## src/rtl/ifetch_unit.sv

```systemverilog
// Instruction fetch stage: owns the PC, issues one level req/ack memory read per fetch and presents the word as ir.
// Redirect flushes any in-flight fetch; a request already on the bus is drained before the next one can issue.
module ifetch_unit #(
  parameter int                    PC_WIDTH = 10,
  parameter logic [PC_WIDTH-1:0]   RESET_PC = '0
) (
  input  logic                clock,
  input  logic                reset,
  input  logic                IM_enable,
  input  logic                IM_read,
  input  logic                enable_fetch,
  input  logic                enable_pc,
  input  logic                redirect_valid,
  input  logic [PC_WIDTH-1:0] redirect_pc,
  output logic                im_req,
  output logic [PC_WIDTH-1:0] im_addr,
  input  logic                im_ack,
  input  logic [31:0]         im_rdata,
  output logic [31:0]         ir,
  output logic                ir_valid,
  output logic [PC_WIDTH-1:0] pc,
  output logic                fetch_stall
);

  typedef enum logic [1:0] {
    S_IDLE  = 2'd0,
    S_WAIT  = 2'd1,
    S_FULL  = 2'd2,
    S_DRAIN = 2'd3
  } state_t;

  state_t              r_state;
  state_t              w_state_nxt;
  logic [PC_WIDTH-1:0] r_pc;
  logic [PC_WIDTH-1:0] r_im_addr;
  logic                r_im_req;
  logic [31:0]         r_ir;
  logic                r_ir_valid;
  logic [31:0]         r_buf;
  logic                r_pending;

  logic                w_ack;
  logic                w_start;
  logic                w_req_clr;
  logic                w_load_ir_mem;
  logic                w_load_ir_buf;
  logic                w_load_buf;
  logic                w_pend_set;
  logic                w_pend_clr;
  logic [PC_WIDTH-1:0] w_redirect_tgt;

  // Acks only count while a request is actually on the bus.
  assign w_ack          = im_ack & r_im_req;
  assign w_redirect_tgt = redirect_pc & ~(PC_WIDTH'(3));

  always_ff @(posedge clock or negedge reset) begin
    if (!reset) r_state <= S_IDLE;
    else        r_state <= w_state_nxt;
  end

  always_comb begin
    w_state_nxt   = r_state;
    w_start       = 1'b0;
    w_req_clr     = 1'b0;
    w_load_ir_mem = 1'b0;
    w_load_ir_buf = 1'b0;
    w_load_buf    = 1'b0;
    w_pend_set    = 1'b0;
    w_pend_clr    = redirect_valid;
    case (r_state)
      S_IDLE: begin
        if (!redirect_valid && IM_enable && IM_read) begin
          w_start     = 1'b1;
          w_state_nxt = S_WAIT;
        end
      end
      S_WAIT: begin
        if (redirect_valid) begin
          // An unacked request cannot be withdrawn, so it is drained instead.
          if (w_ack) begin
            w_req_clr   = 1'b1;
            w_state_nxt = S_IDLE;
          end else begin
            w_state_nxt = S_DRAIN;
          end
        end else if (w_ack) begin
          w_req_clr = 1'b1;
          if (r_pending || enable_fetch) begin
            w_load_ir_mem = 1'b1;
            w_pend_clr    = 1'b1;
            w_state_nxt   = S_IDLE;
          end else begin
            w_load_buf  = 1'b1;
            w_state_nxt = S_FULL;
          end
        end else if (enable_fetch) begin
          w_pend_set = 1'b1;
        end
      end
      S_FULL: begin
        if (redirect_valid) begin
          w_state_nxt = S_IDLE;
        end else if (enable_fetch) begin
          w_load_ir_buf = 1'b1;
          w_state_nxt   = S_IDLE;
        end
      end
      S_DRAIN: begin
        if (w_ack) begin
          w_req_clr   = 1'b1;
          w_state_nxt = S_IDLE;
        end
      end
      default: w_state_nxt = S_IDLE;
    endcase
  end

  always_ff @(posedge clock or negedge reset) begin
    if (!reset) begin
      r_pc       <= RESET_PC;
      r_im_addr  <= '0;
      r_im_req   <= 1'b0;
      r_ir       <= '0;
      r_ir_valid <= 1'b0;
      r_buf      <= '0;
      r_pending  <= 1'b0;
    end else begin
      if (redirect_valid)  r_pc <= w_redirect_tgt;
      else if (enable_pc)  r_pc <= r_pc + PC_WIDTH'(4);

      if (w_start) begin
        r_im_req  <= 1'b1;
        r_im_addr <= r_pc;
      end else if (w_req_clr) begin
        r_im_req  <= 1'b0;
      end

      if (w_load_ir_mem) begin
        r_ir       <= im_rdata;
        r_ir_valid <= 1'b1;
      end else if (w_load_ir_buf) begin
        r_ir       <= r_buf;
        r_ir_valid <= 1'b1;
      end

      if (w_load_buf) r_buf <= im_rdata;

      if (w_pend_clr)      r_pending <= 1'b0;
      else if (w_pend_set) r_pending <= 1'b1;
    end
  end

  assign im_req      = r_im_req;
  assign im_addr     = r_im_addr;
  assign ir          = r_ir;
  assign ir_valid    = r_ir_valid;
  assign pc          = r_pc;
  assign fetch_stall = r_pending | (enable_fetch & (r_state == S_WAIT) & ~im_ack);

endmodule

```

## config.mk

```make
export PLATFORM = sky130hd
export DESIGN_NAME = ifetch_unit
export DESIGN_NICKNAME = d
export VERILOG_FILES = /design/src/rtl/ifetch_unit.sv
export SDC_FILE = /design/constraint.sdc
export NUM_CORES = 1
export LEC_CHECK = 0
export BUFFER_PORTS_ARGS = -buffer_cell sky130_fd_sc_hd__clkbuf_2
export CORE_MARGIN = 2
export CORE_UTILIZATION = 52
export DETAILED_ROUTE_END_ITERATION = 16
export PLACE_DENSITY = 0.79
export SKIP_CTS_REPAIR_TIMING = 1
export SLEW_MARGIN = 20
export SYNTH_ARGS = -nofsm -noshare
export SYNTH_HDL_FRONTEND = slang
export SYNTH_SLANG_ARGS = --single-unit
```

## constraint.sdc

```tcl
create_clock -name clock -period 2.3 [get_ports clock]
set_clock_uncertainty 0.2 [all_clocks]
set_input_delay 0.115 -clock clock [delete_from_list [all_inputs] [get_ports clock]]
set_output_delay 0.115 -clock clock [all_outputs]
set_load 0.02 [all_outputs]
```

==> results.txt, run 1 <==
After clock tree synthesis, the clock-pin slew on the worst setup and hold paths is 0.09 ns. Global routing used 19.79% of the available tracks across all layers. STA classifies the critical path startpoint as an input pin.

The smallest clock period supported by the final layout is computed as 2.074 ns. The tool flagged a number of max-cap violations equal to 0. Global routing used 33.27% of the available met2 tracks. The total of buffers placed on input and output ports is 98. The setup slack of the critical path after layout was 0.2257 ns. The tightest min-delay check is of the input pin to flop type. The layer flagged by global routing as most heavily used is met2. In this run the power density over the cells is 1149 nW/µm².

The run gives 2 as the buffer depth of the longest clock path. Worst setup path category: input pin to flop. The number of antenna violations at the first check in global routing came out at 0.

For the number of top-level design ports, the log shows 105. STA puts the critical path data required time at 2.34 ns. The synthesized area per cell works out to 14.49 µm². The share of the cycle needed by the critical path after routing came out at 90.19%. At the placement stage, the worst setup path has a slack of 0.2759 ns.

The area growth from synthesis to layout is 33.85%. The final layout net count was 467. The die covers 8231 µm². Summed over all cells, the static leakage comes to 2.686 nW. For the post-detailed-placement half-perimeter wirelength, the log shows 5274 µm. For the site row count, the log shows 31.

The number of buffers inserted during clock tree synthesis was 9; the number of failing setup endpoints in the final timing report was 0. Setup repair after global routing left no endpoint under its margin. Cell type contributing the most total cell area after synthesis: sky130_fd_sc_hd__dfrtp_1. For the final routed database, the setup TNS stands at 0 ns. The transition time at the pin with the least slew margin is 0.6139 ns, and the count of vias placed by the detailed router is 2,662. Measured along the y axis, the die boundary spans 90.73 µm. Global routing finished with a remaining overflow of 0.

After detailed routing, the number of vias per cell comes to 5.119. The area share of the largest cell type after synthesis was 54.38%; the global-route track usage on met3 was 4.257%. After detailed routing, the total wire length is 8564 µm. The worst setup path is captured at a flop. Global routing consumed, on the met1 layer, 24.86% of the routing resources. The number of endpoints with negative hold slack in the final report was 0; the total count of max-transition violations in the final report was 0. In the synthesized netlist, the number of instances is 270. The logs give 110 for the number of DRC markers after the initial detailed-route iteration and 54.38% for the proportion of synthesized chip area in sequential cells.

The H-tree depth is 3, and the filler cell count in the final layout is 499. The via count of the first global-routing pass is 2,656. The tools report the post-synthesis instance area as 3911 µm². The area inside the core boundary was 7253 µm².

The flow ran to the end, and the final reports show no timing, DRC or antenna violations. The first global-routing pass estimated 12,930 µm of wire. Cells with a size suffix above 1 make up 52.97% of the layout.

The tools report the buffer cell driving the clock tree root as sky130_fd_sc_hd__clkbuf_8. The flip-flop and latch count after synthesis came out at 85. TritonCTS built the clock tree. For the worst setup path, the data arrival time is 2.11 ns. After synthesis, the cell types taking the most area are sky130_fd_sc_hd__dfrtp_1, sky130_fd_sc_hd__mux2_2, sky130_fd_sc_hd__mux2_4. Measured along the x axis, the die boundary spans 90.73 µm. Routability congestion estimate from global placement: 0.7989. Number of sinks driven by the clock tree: 85.

Yosys printed 0 warnings. The final routed DRC violation total was 0; the detailed-routing iteration count for the pre-antenna-repair pass was 4. Final antenna-violating net count: 0. Entering global routing, the biggest net connects 46 pins. The logs give 59.07% for the headroom to the max-slew limit and 0.8088 mV for the worst voltage drop across the vdd grid.

Clock latency on the worst-skew pair, taken at its later pin, is 0.35 ns. In this run, distinct cell masters in the synthesized netlist total 33. The starting density of the core came out at 53.92%. Along the worst path, the maximum fanout reaches 33.

The wire length per cell after detailed routing is 16.47 µm, and the fmax is 0.4821 GHz. The number of antenna diodes in the final layout is 0.
-- critical path, cell delays in order --
cell and delay, ns:
sky130_fd_sc_hd__dlygate4sd3_1 0.54, sky130_fd_sc_hd__clkbuf_2 0.20, sky130_fd_sc_hd__nor4bb_4 0.36, sky130_fd_sc_hd__buf_12 0.26, sky130_fd_sc_hd__mux2_1 0.36, sky130_fd_sc_hd__mux2_4 0.27
-- routing by layer --
metal,up-vias,routed length [µm],share of wire [%]
li1,1247,-,-
met1,1326,3680,43
met2,79,4384,51
met3,10,375,4.4
met4,0,124,1.4
met5,-,0,0
-- final cells by class --
class / instances / area [µm²] / share of cell area, %
flip-flops and latches: 85 / 2127 / 40.63
well taps: 99 / 123.9 / 2.366
clock inverters: 6 / 117.6 / 2.247
inverters: 2 / 7.507 / 0.1434
multi-input cells: 167 / 1680 / 32.10
repair buffers: 151 / 1041 / 19.89
clock buffers: 10 / 137.6 / 2.629
-- final timing paths --
check / startpoint / to / slack (ns) / cells after the start
max in group asynchronous: reset / r_buf[13] / 1.14 / 3
worst max register to register: r_state[1] / r_buf[0] / 0.24 / 5
worst min register to register: r_buf[23] / r_buf[23] / 0.30 / 1
min in group asynchronous: reset / ir[3] / 0.10 / 2
worst min-delay path: enable_pc / pc[3] / 0.004 / 3
worst max-delay path: redirect_valid / ir[16] / 0.23 / 6
-- cells in the final DEF, fill, tap and decap left out, drive strengths merged --
| master | synthesis | final |
|---|---|---|
| a21o | 1 | 1 |
| a21oi | 1 | 1 |
| a2bb2oi | 1 | 1 |
| and4 | 1 | 1 |
| buf | 15 | 9 |
| bufinv | 0 | 3 |
| clkbuf | 4 | 107 |
| clkinvlp | 0 | 1 |
| conb | 1 | 4 |
| dfrtp | 85 | 85 |
| dlygate4sd3 | 0 | 45 |
| ha | 1 | 1 |
| inv | 2 | 4 |
| mux2 | 104 | 104 |
| mux2i | 1 | 1 |
| nand2 | 14 | 14 |
| nand2b | 1 | 1 |
| nand3 | 5 | 5 |
| nand4 | 4 | 4 |
| nand4b | 1 | 1 |
| nor2 | 3 | 3 |
| nor2b | 4 | 4 |
| nor3 | 1 | 1 |
| nor4 | 1 | 1 |
| nor4bb | 1 | 1 |
| o21ai | 8 | 8 |
| o21bai | 1 | 1 |
| o32ai | 1 | 1 |
| or3 | 1 | 1 |
| or4 | 3 | 3 |
| xnor2 | 1 | 1 |
| xor2 | 3 | 3 |
-- power by group --
group	total (mW)	internal (mW)	switching [mW]
logic	2.21	1.18	1.03
clock network	1.33	0.763	0.563
registers	2.48	2.10	0.374
-- through the flow --
stage | std cells | area [µm²] | util [%] | total power [mW] | hold slack [ns]
2_1_floorplan | 273 | 3923 | - | 3.944 | -0.3806
3_3_place_gp | 459 | 4529 | 62.45 | 4.523 | -0.04761
5_1_grt | 520 | 5235 | 72.18 | 6.345 | 0.05028
4_1_cts | 475 | 4785 | 65.97 | 5.984 | -0.4333
6_report | 520 | 5235 | 72.18 | 6.015 | 0.004067
3_5_place_dp | 459 | 4529 | 62.45 | 4.643 | -0.03707
-- synthesized netlist by cell type --
master                      count
sky130_fd_sc_hd__xnor2_1        1
sky130_fd_sc_hd__mux2_1         7
sky130_fd_sc_hd__nand4_1        4
sky130_fd_sc_hd__nor4_2         1
sky130_fd_sc_hd__mux2_4        29
sky130_fd_sc_hd__and4_1         1
sky130_fd_sc_hd__nor2_1         3
sky130_fd_sc_hd__nand2b_1       1
sky130_fd_sc_hd__ha_1           1
sky130_fd_sc_hd__buf_2          4
sky130_fd_sc_hd__a21oi_1        1
sky130_fd_sc_hd__nor4bb_1       1
sky130_fd_sc_hd__a2bb2oi_1      1
sky130_fd_sc_hd__or4_1          3
sky130_fd_sc_hd__nor2b_1        4
sky130_fd_sc_hd__dfrtp_1       85
sky130_fd_sc_hd__or3_1          1
sky130_fd_sc_hd__nand4b_2       1
sky130_fd_sc_hd__buf_4          7
sky130_fd_sc_hd__nand2_1       14
sky130_fd_sc_hd__xor2_1         3
sky130_fd_sc_hd__mux2i_1        1
sky130_fd_sc_hd__o21ai_0        8
sky130_fd_sc_hd__mux2_2        68
sky130_fd_sc_hd__buf_6          4
sky130_fd_sc_hd__o21bai_1       1
sky130_fd_sc_hd__inv_1          2
sky130_fd_sc_hd__clkbuf_1       4
sky130_fd_sc_hd__a21o_1         1
sky130_fd_sc_hd__nand3_1        5
sky130_fd_sc_hd__conb_1         1
sky130_fd_sc_hd__o32ai_1        1
sky130_fd_sc_hd__nor3_1         1
-- state kept, by name (all words and copies together) (netlist names) --
name       cells
ir            32
r_state        2
ir_valid       1
pc             8
r_buf         32
im_req         1
r_pending      1
im_addr        8
-- logic make-up (layout without fill, tap and decap cells) --
| logic type | Yosys count | in the layout | share of synthesized area [%] |
|---|---|---|---|
| buf+inv | 21 | 169 | 3.583 |
| simple gates | 40 | 40 | 5.758 |
| other cells | 1 | 4 | 0.09588 |
| mux | 105 | 105 | 32.98 |
| fa+ha+maj | 1 | 1 | 0.3198 |
| compound gates | 13 | 13 | 1.984 |
| flops | 85 | 85 | 54.38 |
| xor+xnor | 4 | 4 | 0.8959 |
No activity file was read; power rests on OpenSTA's default activity.
==> run 2: changes to the inputs <==
- CORE_MARGIN: 2 -> 8
- CORE_UTILIZATION: 52 -> 56
- PLACE_DENSITY: 0.79 -> 0.84
- clock period: 2.3 -> 2.4 ns (I/O delays scaled with it)
==> results.txt, run 2 (synthesis gave the netlist of run 1 again) <==
The top cell types in the final layout, fill and taps aside, are sky130_fd_sc_hd__clkbuf_2, sky130_fd_sc_hd__dfrtp_1, sky130_fd_sc_hd__mux2_2. The post-detailed-placement half-perimeter wirelength was 5628 µm (+6.7%). The tools report the final standard cell utilization of the core as 75.76% (+3.6 points). The tools report the sink of the worst hold path as pc[2]. On the critical path the largest part of the delay comes from simple AND/OR/NAND/NOR gates. The worst setup path is launched from a flop. The static leakage power is 2.641 nW (-1.7%). The endpoint identified for the worst register-to-register timing path is ir[18]. The buffer cell driving the clock tree root is sky130_fd_sc_hd__clkbuf_8. Setup repair after global routing left no endpoint under its margin.

The width of the chip came out at 99.57 µm (+9.7%). The die area is 9914 µm² (+20%). The min-delay analysis places its worst path in the category input pin to flop. The run gives 57 (-48%) as the number of DRC markers after the initial detailed-route iteration. The total power per unit cell area was 1072 nW/µm² (-6.7%); the number of endpoints with negative hold slack in the final report was 0 (unchanged). For the number of antenna violations at the first check in global routing, the log shows 0 (unchanged). The tools report the tightest hold margin as 0.002452 ns (-0.001615 ns).

The hold-critical path depth was 3 (unchanged); the internal reg-to-reg setup slack was 0.29 ns (+0.05 ns). The worst-case reg-to-reg path depth is 4 (-1). The worst path in the final design needs a cycle of 2.111 ns, including I/O delays and setup.

The wire length reported by the detailed router was 8859 µm (+3.4%). The buffer depth of the longest clock path came out at 2 (unchanged). For the area inside the core boundary, the log shows 6794 µm² (-6.3%). Share of the cycle needed by the critical path after routing: 87.97%. The number of failing setup endpoints in the final timing report is 0 (unchanged), and the count of vias placed by the detailed router is 2,660 (-0.075%). The worst voltage drop across the vdd grid was 0.5276 mV (-35%); the maximum net fanout on the critical path was 33 (unchanged). Maximum number of pins on one net before global-route repair: 46 (unchanged). The headroom to the max-slew limit is 63.98% (+4.9 points), and the clock slew at the register clock pins of the worst setup and hold paths is 0.09 ns (about the same). The library cell used most frequently in the layout, excluding fill and tap cells, is sky130_fd_sc_hd__clkbuf_2. The tools report the clock insertion delay at the later pin of the skew report as 0.33 ns (-0.02 ns).

The final antenna diode count was 0 (unchanged). The H-tree depth was 3 (unchanged); the floorplan die height was 99.57 µm (+9.7%). Reg-to-reg startpoint: r_state[1].

The worst setup path is of the flop to flop kind. The tools report the global-route congestion overflow total as 0 (unchanged). TritonCTS built the clock tree. The run gives 2,718 (+2.3%) as the via count of the first global-routing pass.

Walking the worst path, the cells encountered are nand4b_2, or3_2, buf_12, mux2_4. The critical path starts at r_state[1]. Routability congestion estimate from global placement: 0.7537 (-5.7%). The total of buffers placed on input and output ports was 98 (unchanged). The delay of the slowest cell on the worst path is 0.52 ns (-0.02 ns), and the global-route wire length before repair is 13,110 µm (+1.4%). The flow ran to the end, and the final reports show no timing, DRC or antenna violations.

Number of buffers inserted during clock tree synthesis: 9 (unchanged). Fmax: 0.4737 GHz. The final antenna-violating net count is 0 (unchanged), and the detailed-routing iteration count for the pre-antenna-repair pass is 4 (unchanged). Site row count: 30 (-3.2%).

The number of max-cap violations is 0 (unchanged), and the number of top-level design ports is 105 (unchanged). The wire length per cell after detailed routing works out to 17.30 µm (+5.1%). The layout cell share with drive strength beyond 1 is 52.64% (-0.32 points).

The overall power consumption is 5.517 mW (-8.3%). The count of buffer and inverter cells on the critical path was 1 (-2); the transition time at the pin with the least slew margin was 0.5403 ns (-0.07366 ns). The tools report the total count of max-transition violations in the final report as 0 (unchanged). The starting density of the core came out at 57.57% (+3.6 points).

Worst endpoint data arrival time: 2.14 ns (+0.03 ns). The slowest library cell on the worst path was sky130_fd_sc_hd__or3_2. The area added between synthesis and finish is 31.61%, and the number of stages on the worst setup path is 4 (-2).

The final layout net count is 462 (-1.1%), and the number of sinks driven by the clock tree is 85 (unchanged). For the final sum of negative setup slack, the log shows 0 ns (unchanged). The post-detailed-route via-to-cell ratio is 5.195 (+1.5%). Kind of end point of the critical path: a flop.

The tools report the all-layer global routing usage as 16.25% (-3.5 points). The final routed DRC violation total came out at 0 (unchanged). The filler cell count in the final layout came out at 431 (-14%).

The startpoint identified for the worst hold timing path is enable_pc. The run gives 2.43 ns (+0.09 ns) as the required time at the worst-slack endpoint.
## run 2: cell count changes in the layout (fill, tap and decap cells not counted), sizes merged
cell         delta
inv             -2
bufinv          -2
clkbuf          +1
buf             -3
clkinv          +3
dlygate4sd3     -2
## run 2: layout make-up
type	instances	area, µm²	share of cell area, %
inverters	2	7.507	0.1458
repair buffers	146	1011	19.64
clock inverters	5	60.06	1.167
clock buffers	11	141.4	2.747
flip-flops and latches	85	2127	41.32
well taps	96	120.1	2.333
multi-input cells	167	1680	32.64
## run 2: per-stage QoR
stage | area (µm²) | cells | worst slack, ns
floorplan | 3923 | 273 | 0.4864
global placement | 4516 | 453 | 0.3470
detailed placement | 4516 | 453 | 0.3136
CTS | 4717 | 469 | 0.2899
global route | 5147 | 512 | 0.2057
finish | 5147 | 512 | 0.2888
## run 2: worst max path at each step
stage	end
after CTS	ir[19]
after detailed placement	ir[26]
after global placement	ir[5]
after floorplan	ir[10]
after global routing	ir[19]
final	ir[18]
## run 2: routing by layer
layer | global-route usage, % | wire length [µm] | part of all wire (%)
met1 | 19.82 | 3666 | 41
met5 | 0 | 0 | 0
met2 | 26.96 | 4633 | 52
met3 | 5.168 | 495 | 5.6
met4 | 4.540 | 64 | 0.72
## run 2: tightest hold or removal path: stages
cell	delay, ns
sky130_fd_sc_hd__clkbuf_2	0.15
sky130_fd_sc_hd__xnor2_1	0.16
sky130_fd_sc_hd__o21ai_0	0.06
## run 2: power by group
| part | switching, mW | total, mW | internal (mW) |
|---|---|---|---|
| Clock | 0.499 | 1.01 | 0.512 |
| Sequential | 0.358 | 2.37 | 2.01 |
| Combinational | 1.01 | 2.13 | 1.12 |
